[src/rtl/alu_arbiter.sv]
// Two-requester round-robin arbiter that sequences operations through a shared
// 8-bit ALU with registered latency and returns results tagged with the requester ID.
module alu_arbiter #(
   parameter int unsigned ALU_LATENCY = 1
) (
   input  logic       CLK,
   input  logic       RESETN,
   input  logic       REQ0_VALID,
   output logic       REQ0_READY,
   input  logic [7:0] REQ0_A,
   input  logic [7:0] REQ0_B,
   input  logic [3:0] REQ0_OP,
   input  logic       REQ1_VALID,
   output logic       REQ1_READY,
   input  logic [7:0] REQ1_A,
   input  logic [7:0] REQ1_B,
   input  logic [3:0] REQ1_OP,
   output logic [7:0] ALU_A,
   output logic [7:0] ALU_B,
   output logic [3:0] ALU_OP,
   input  logic [7:0] ALU_RESULT,
   output logic       RSP_VALID,
   input  logic       RSP_READY,
   output logic       RSP_ID,
   output logic [7:0] RSP_DATA,
   output logic       BUSY
);

   typedef enum logic [1:0] {
      IDLE = 2'd0,
      EXEC = 2'd1,
      RESP = 2'd2
   } state_t;

   localparam logic [3:0] LAT_LOAD = 4'(ALU_LATENCY);

   state_t     state;
   state_t     state_nxt;
   logic       last_gnt;
   logic [3:0] lat_cnt;
   logic       gnt_id;
   logic       accept;

   // On a tie the requester that did not win last time is granted.
   assign gnt_id     = REQ1_VALID && (!REQ0_VALID || !last_gnt);
   assign REQ0_READY = RESETN && (state == IDLE) && REQ0_VALID && !gnt_id;
   assign REQ1_READY = RESETN && (state == IDLE) && gnt_id;
   assign accept     = REQ0_READY || REQ1_READY;

   assign RSP_VALID  = (state == RESP);
   assign BUSY       = (state != IDLE);

   // NOTE: next_state is assigned its default before the case so no path infers a latch.
   always_comb begin
      state_nxt = state;
      unique case (state)
         IDLE:    if (accept)           state_nxt = EXEC;
         EXEC:    if (lat_cnt == 4'd0)  state_nxt = RESP;
         RESP:    if (RSP_READY)        state_nxt = IDLE;
         default:                       state_nxt = IDLE;
      endcase
   end

   // NOTE: sequential state uses non-blocking assignments so every register samples pre-edge values.
   always_ff @(posedge CLK or negedge RESETN) begin
      if (!RESETN) state <= IDLE;
      else         state <= state_nxt;
   end

   // NOTE: the datapath registers are reset because their reset values are visible on the outputs.
   always_ff @(posedge CLK or negedge RESETN) begin
      if (!RESETN) begin
         ALU_A    <= 8'd0;
         ALU_B    <= 8'd0;
         ALU_OP   <= 4'd0;
         RSP_ID   <= 1'b0;
         RSP_DATA <= 8'd0;
         last_gnt <= 1'b1;
         lat_cnt  <= 4'd0;
      end else if (accept) begin
         ALU_A    <= gnt_id ? REQ1_A  : REQ0_A;
         ALU_B    <= gnt_id ? REQ1_B  : REQ0_B;
         ALU_OP   <= gnt_id ? REQ1_OP : REQ0_OP;
         RSP_ID   <= gnt_id;
         last_gnt <= gnt_id;
         lat_cnt  <= LAT_LOAD;
      end else if (state == EXEC) begin
         // Count down the ALU pipeline; the result is taken when the count reaches zero.
         if (lat_cnt == 4'd0) RSP_DATA <= ALU_RESULT;
         else                 lat_cnt  <= lat_cnt - 4'd1;
      end
   end

endmodule

[config.mk]
export PLATFORM = sky130hd
export DESIGN_NAME = alu_arbiter
export DESIGN_NICKNAME = d
export VERILOG_FILES = /design/src/rtl/alu_arbiter.sv
export SDC_FILE = /design/constraint.sdc
export NUM_CORES = 1
export LEC_CHECK = 0
export CORE_MARGIN = 8
export CORE_UTILIZATION = 35
export CTS_CLUSTER_DIAMETER = 100
export CTS_CLUSTER_SIZE = 14
export DETAILED_ROUTE_END_ITERATION = 10
export GPL_TIMING_DRIVEN = 0
export PLACE_DENSITY_LB_ADDON = 0.1
export SLEW_MARGIN = 20
export SYNTH_ARGS = -nofsm -noshare
export SYNTH_HDL_FRONTEND = slang
export SYNTH_SLANG_ARGS = --single-unit
[constraint.sdc]
create_clock -name CLK -period 2.15 [get_ports CLK]
set_input_delay 0.3225 -clock CLK [delete_from_list [all_inputs] [get_ports CLK]]
set_output_delay 0.3225 -clock CLK [all_outputs]
set_load 0.005 [all_outputs]
* Word level (Yosys, flattened, before mapping)
Cells that the tools add are included.
Operators by class: $add $sub $neg 1, $mul 0, div/mod/pow operators 0, order comparisons 0, equality and inequality tests 6, shift operators 0, muxes and demuxes 10, bitwise gates (word level) 1, reductions and logical operators 17
Operators with widths (count):
- 2-to-1 mux 4 bit | 4
- 2-to-1 mux 8 bit | 2
- 2-to-1 mux 2 bit | 3
- inequality test 2 bit (second input constant) | 3
- one-hot mux 2 bit (3 select lines) | 1
- AND reduction 3 bit | 2
- logical AND 1 bit | 5
- zero test 4 bit | 1
- nonzero test 2 bit | 2
- subtractor 4 x 1 -> 4 bit (second input constant) | 1
- zero test 1 bit | 3
- equality test 2 x 1 -> 1 bit (second input constant) | 1
- equality test 2 bit (second input constant) | 1
- zero test 2 bit | 1
- logical OR 1 bit | 2
- inequality test 2 x 1 -> 1 bit (second input constant) | 1
- AND reduction 2 bit | 1
- inverter 1 bit | 1
Word-level totals: flip-flop bits (word level) 36, latch bits 0, bits in writable memories 0, bits in read-only memories 0, input port bits 53, output and inout bits 33, memories 0

* Longest topological paths before layout
word-level depth 8, mapped depth 5, mapped depth without buffers 5

* Worst setup path after synthesis
Ideal clock, no wire load.
path type register -> register, start point register state[0], end point register ALU_A[0], library setup time 0.125 ns, data arrival time 1.425 ns, slack 0.600 ns, cell stages (with the launch flop) 5, buffers on the path 1, period minus slack after synthesis 1.550 ns, cell sequence dfrtp_1 or3b_4 nor2_8 buf_12 mux2_4
On the way: longest elaborated chain between the ends 5
RTL lines:
- start, declared | line 37 | state_t state;
- start signal, assigned | line 67 | else state <= state_nxt;
- zero test 2 bit (*) | line 46, 47
- logical AND 1 bit (*) | line 46, 47
- logical AND 1 bit (2 in series) | line 46 | assign REQ0_READY = RESETN && (state == IDLE) && REQ0_VALID && !gnt_id;
- logical OR 1 bit (*) | line 48 | assign accept = REQ0_READY || REQ1_READY;
- end signal, assigned | line 81 | ALU_A <= gnt_id ? REQ1_A : REQ0_A;
- end, declared | line 18 | output logic [7:0] ALU_A,
Mark *: on every way between the ends. The rest lies on a longest branch, timed or not. A chain may end at the register's enable or synchronous reset.

* Final worst setup path
start point input port REQ1_VALID, end point output port REQ0_READY
On the way: longest elaborated chain between the ends 3
RTL lines:
- start, declared | line 13 | input logic REQ1_VALID,
- logical AND 1 bit | line 45 | assign gnt_id = REQ1_VALID && (!REQ0_VALID || !last_gnt);
- zero test 1 bit | line 46
- logical AND 1 bit | line 46
- end, declared | line 9 | output logic REQ0_READY,
Every way passes these cells.

==> summary.txt <==
STA
  • Slew @ Worst Pin: just under 1 ns
  • Final Setup Violations: 0
  • Worst slew margin: 0.357
  • Final WS setup: about 0.076 ns
  • Final TNS setup: 0 ns
  • Hold Vio Cnt, Final: 0
  • Max Slew Vio Count: 0
  • Unrepaired setup endpoints after global routing: false
  • Period utilisation layout: 0.965
  • Clock skew: ~0.0044 ns
  • Fin crit period: a little over 2 ns
  • Fmax: roughly 480 MHz

Synth
  • Syn Nets: roughly 180
  • Seq cells post-synth: 36
  • Seq/Total Area, Yosys: 0.497
  • Top post-synthesis cells by area: dfrtp_1 (48%), mux2_4 (16%), mux2_1 (11%)
  • Synth warn: 0
  • Post-synth top area cell: dfrtp_1
  • Mapped cell area: approximately 1800 um^2
  • Mean Syn Cell Area: around 15 um^2
  • Post-Synthesis Cells: ~130
  • Synth top area share: 0.482
  • Yosys cell types: 32

Die
  • Initial Utilization: 0.358
  • Die W: 88.0 um
  • Io pins: 86
  • Core Rows: 26
  • Die footprint: between 7000 and 8000 um^2
  • Core Area: between 5000 and 6000 um^2
  • Die Y: 88.0 um

Global routing
  • Grt total ovfl: 0
  • First-pass GRT wire length: about 7.8 mm
  • Initial antenna violation count: 0
  • All-Layer GR Usage: 0.130
  • Vias in the first global route: 1577
  • Largest net degree at the start of global routing: 22

Critical path
  • Arrival time worst endpoint: around 1.8 ns
  • Startpoint types: input pin
  • Worst setup endpoint: REQ0_READY
  • Worst setup EP type: primary output
  • CP required: ~1.8 ns
  • R2R Path Start: lat_cnt[0]
  • Crit. Startpoint: REQ1_VALID
  • Worst Path Max Fanout: 10
  • Crit Path Category: input pin to primary output
  • Flop2flop setup slack: around 0.38 ns
  • Worst R2R Path Depth: 5
  • End of the worst register-to-register path: RSP_DATA[2]

Flow run
  • Maxcap violations: 0

Routing
  • DRC viols: 0
  • Post-route ant nets: 0
  • Via count: between 1k and 1.5k
  • WL per Instance: about 16 um
  • Router iterations before antenna repair: 4
  • Vias/cell: about 4.7
  • DR iter-0 viols: 26
  • WL final: about 4.7 mm

Layout
  • Share of layout cells above drive strength 1: 0.248
  • Most common cell after layout, fill and taps aside: clkdlybuf4s50_1
  • Most frequent cells in the layout: clkdlybuf4s50_1 (82), dfrtp_1 (34), mux2_4 (19)
  • Final instance area: 2940 um^2
  • Diodes inserted: 0
  • Nets: 276
  • Cell Count, Final, Fillers Out: ~290
  • Area Overhead vs Synth: 61.8%
  • Final Util: 0.579

Clocking
  • CTS clk-pin slew, worst paths: roughly 0.060 ns
  • Total clock sinks: 36
  • TritonCTS Buffers: 5
  • CTS max path bufs: 2
  • CTS tree: built
  • Clk root buf: clkbuf_8
  • Worst skew pair latency: approximately 0.28 ns
  • Htree depth: 2

Power
  • Comb pwr share: 0.509
  • Clock power frac: 0.141
  • Int Pwr: ~2.6 mW
  • P_sw: between 1 and 1.5 mW
  • Sequential group share of total power: 0.350
  • Switch share: 0.284
  • Max VDD drop: between 0.5 and 0.6 mV
  • P per Cell Area: approximately 1200 nW/um^2
  • Leak Pwr: 1.26 nW

Placed design
  • Placer Congestion: between 0.7 and 0.8
  • Port Buffers: 85
  • Placed instance area: 2780 um^2
  • # placed instances: around 280
  • HPWL after DPL: between 3 and 4 mm
  • Post-Place Setup Slack: -0.307 ns

Min path
  • Hold crit path type: input pin to asynchronous set/reset pin

Status
  • Status: completed
[worst min path at each step]
stage,to,slack (ns),start
3_3_place_gp,RSP_ID,0.46,RSP_ID
5_1_grt,last_gnt,0.09,RESETN
4_1_cts,last_gnt,0.09,RESETN
2_1_floorplan,ALU_A[0],0.03,RESETN
3_5_place_dp,ALU_OP[2],0.27,RESETN
6_report,last_gnt,0.10,RESETN
[through the flow]
stage               power, mW  hold WS, ns
floorplan                2.15       0.0269
global placement         3.01        0.462
detailed placement       3.06        0.274
CTS                      3.62       0.0893
global route             3.84       0.0914
finish                   3.58        0.101
[area by class of cell]
class                   count  area [um^2]
inverters                   3         11.3
well taps                  70         87.6
flip-flops and latches     36          903
repair buffers             90          912
clock buffers               7         96.3
multi-input cells          82          872
plain buffers               4         56.3
fillers                   446         2140
[state kept, by name, indices dropped and copies added, names as in the netlist]
name      count
ALU_A         8
ALU_B         8
ALU_OP        4
RSP_DATA      8
RSP_ID        1
last_gnt      1
lat_cnt       4
state         2
[worst max-delay path, cell delays in order]
cell and delay, ns:
clkdlybuf4s50_1 0.47, a21boi_4 0.17, buf_6 0.15, nor2_1 0.11, clkdlybuf4s50_1 0.53
[cell usage after synthesis, drive strengths merged]
cell type and n:
nand3 2, o21ai 4, nor2 3, buf 4, or3 2, a21o 1
a21oi 3, or2b 1, nor3b 2, nor2b 1, a31oi 1, mux2i 2
or3b 2, o22ai 1, dfstp 1, and2 1, a21boi 1, nand2 2
or2 1, mux2 48, dfrtp 35, inv 3, ha 1, nand2b 1
nor3 2
[what timing repair did]
item / 4_1_cts / 5_1_grt
gates cloned: 0 / 0
pin swaps: 0 / 1
hold endpoints to repair: 14 / 0
gates resized for setup: 6 / 3
setup endpoints to repair: 2 / 1
setup buffers: 1 / 1
hold buffers: 2 / 0
[cell families (layout without fill, tap and decap cells)]
logic type,after synthesis,count (layout),share of synthesized area
AO/OA/AOI/OAI,11,11,0.0365
adder cells (fa/ha/maj),1,1,0.00689
buffers and inverters,7,104,0.0337
flip-flops,36,36,0.497
multiplexers,50,50,0.348
AND/OR/NAND/NOR,20,20,0.0785
[per-layer routing]
| layer | global-route usage | part of all wire |
|---|---|---|
| met3 | 0.0704 | 0.14 |
| met1 | 0.143 | 0.40 |
| met2 | 0.213 | 0.45 |
| met4 | 0.0369 | 0.0082 |
| met5 | 0 | 0 |
[power by group through the flow]
stage / Combinational [mW] / Clock [mW] / Sequential, mW
2_1_floorplan: 0.893 / 0 / 1.25
3_3_place_gp: 1.77 / 0 / 1.23
3_5_place_dp: 1.81 / 0 / 1.26
4_1_cts: 1.84 / 0.529 / 1.25
5_1_grt: 1.98 / 0.558 / 1.31
6_report: 1.82 / 0.504 / 1.25
(Power assumes the default switching activity.)
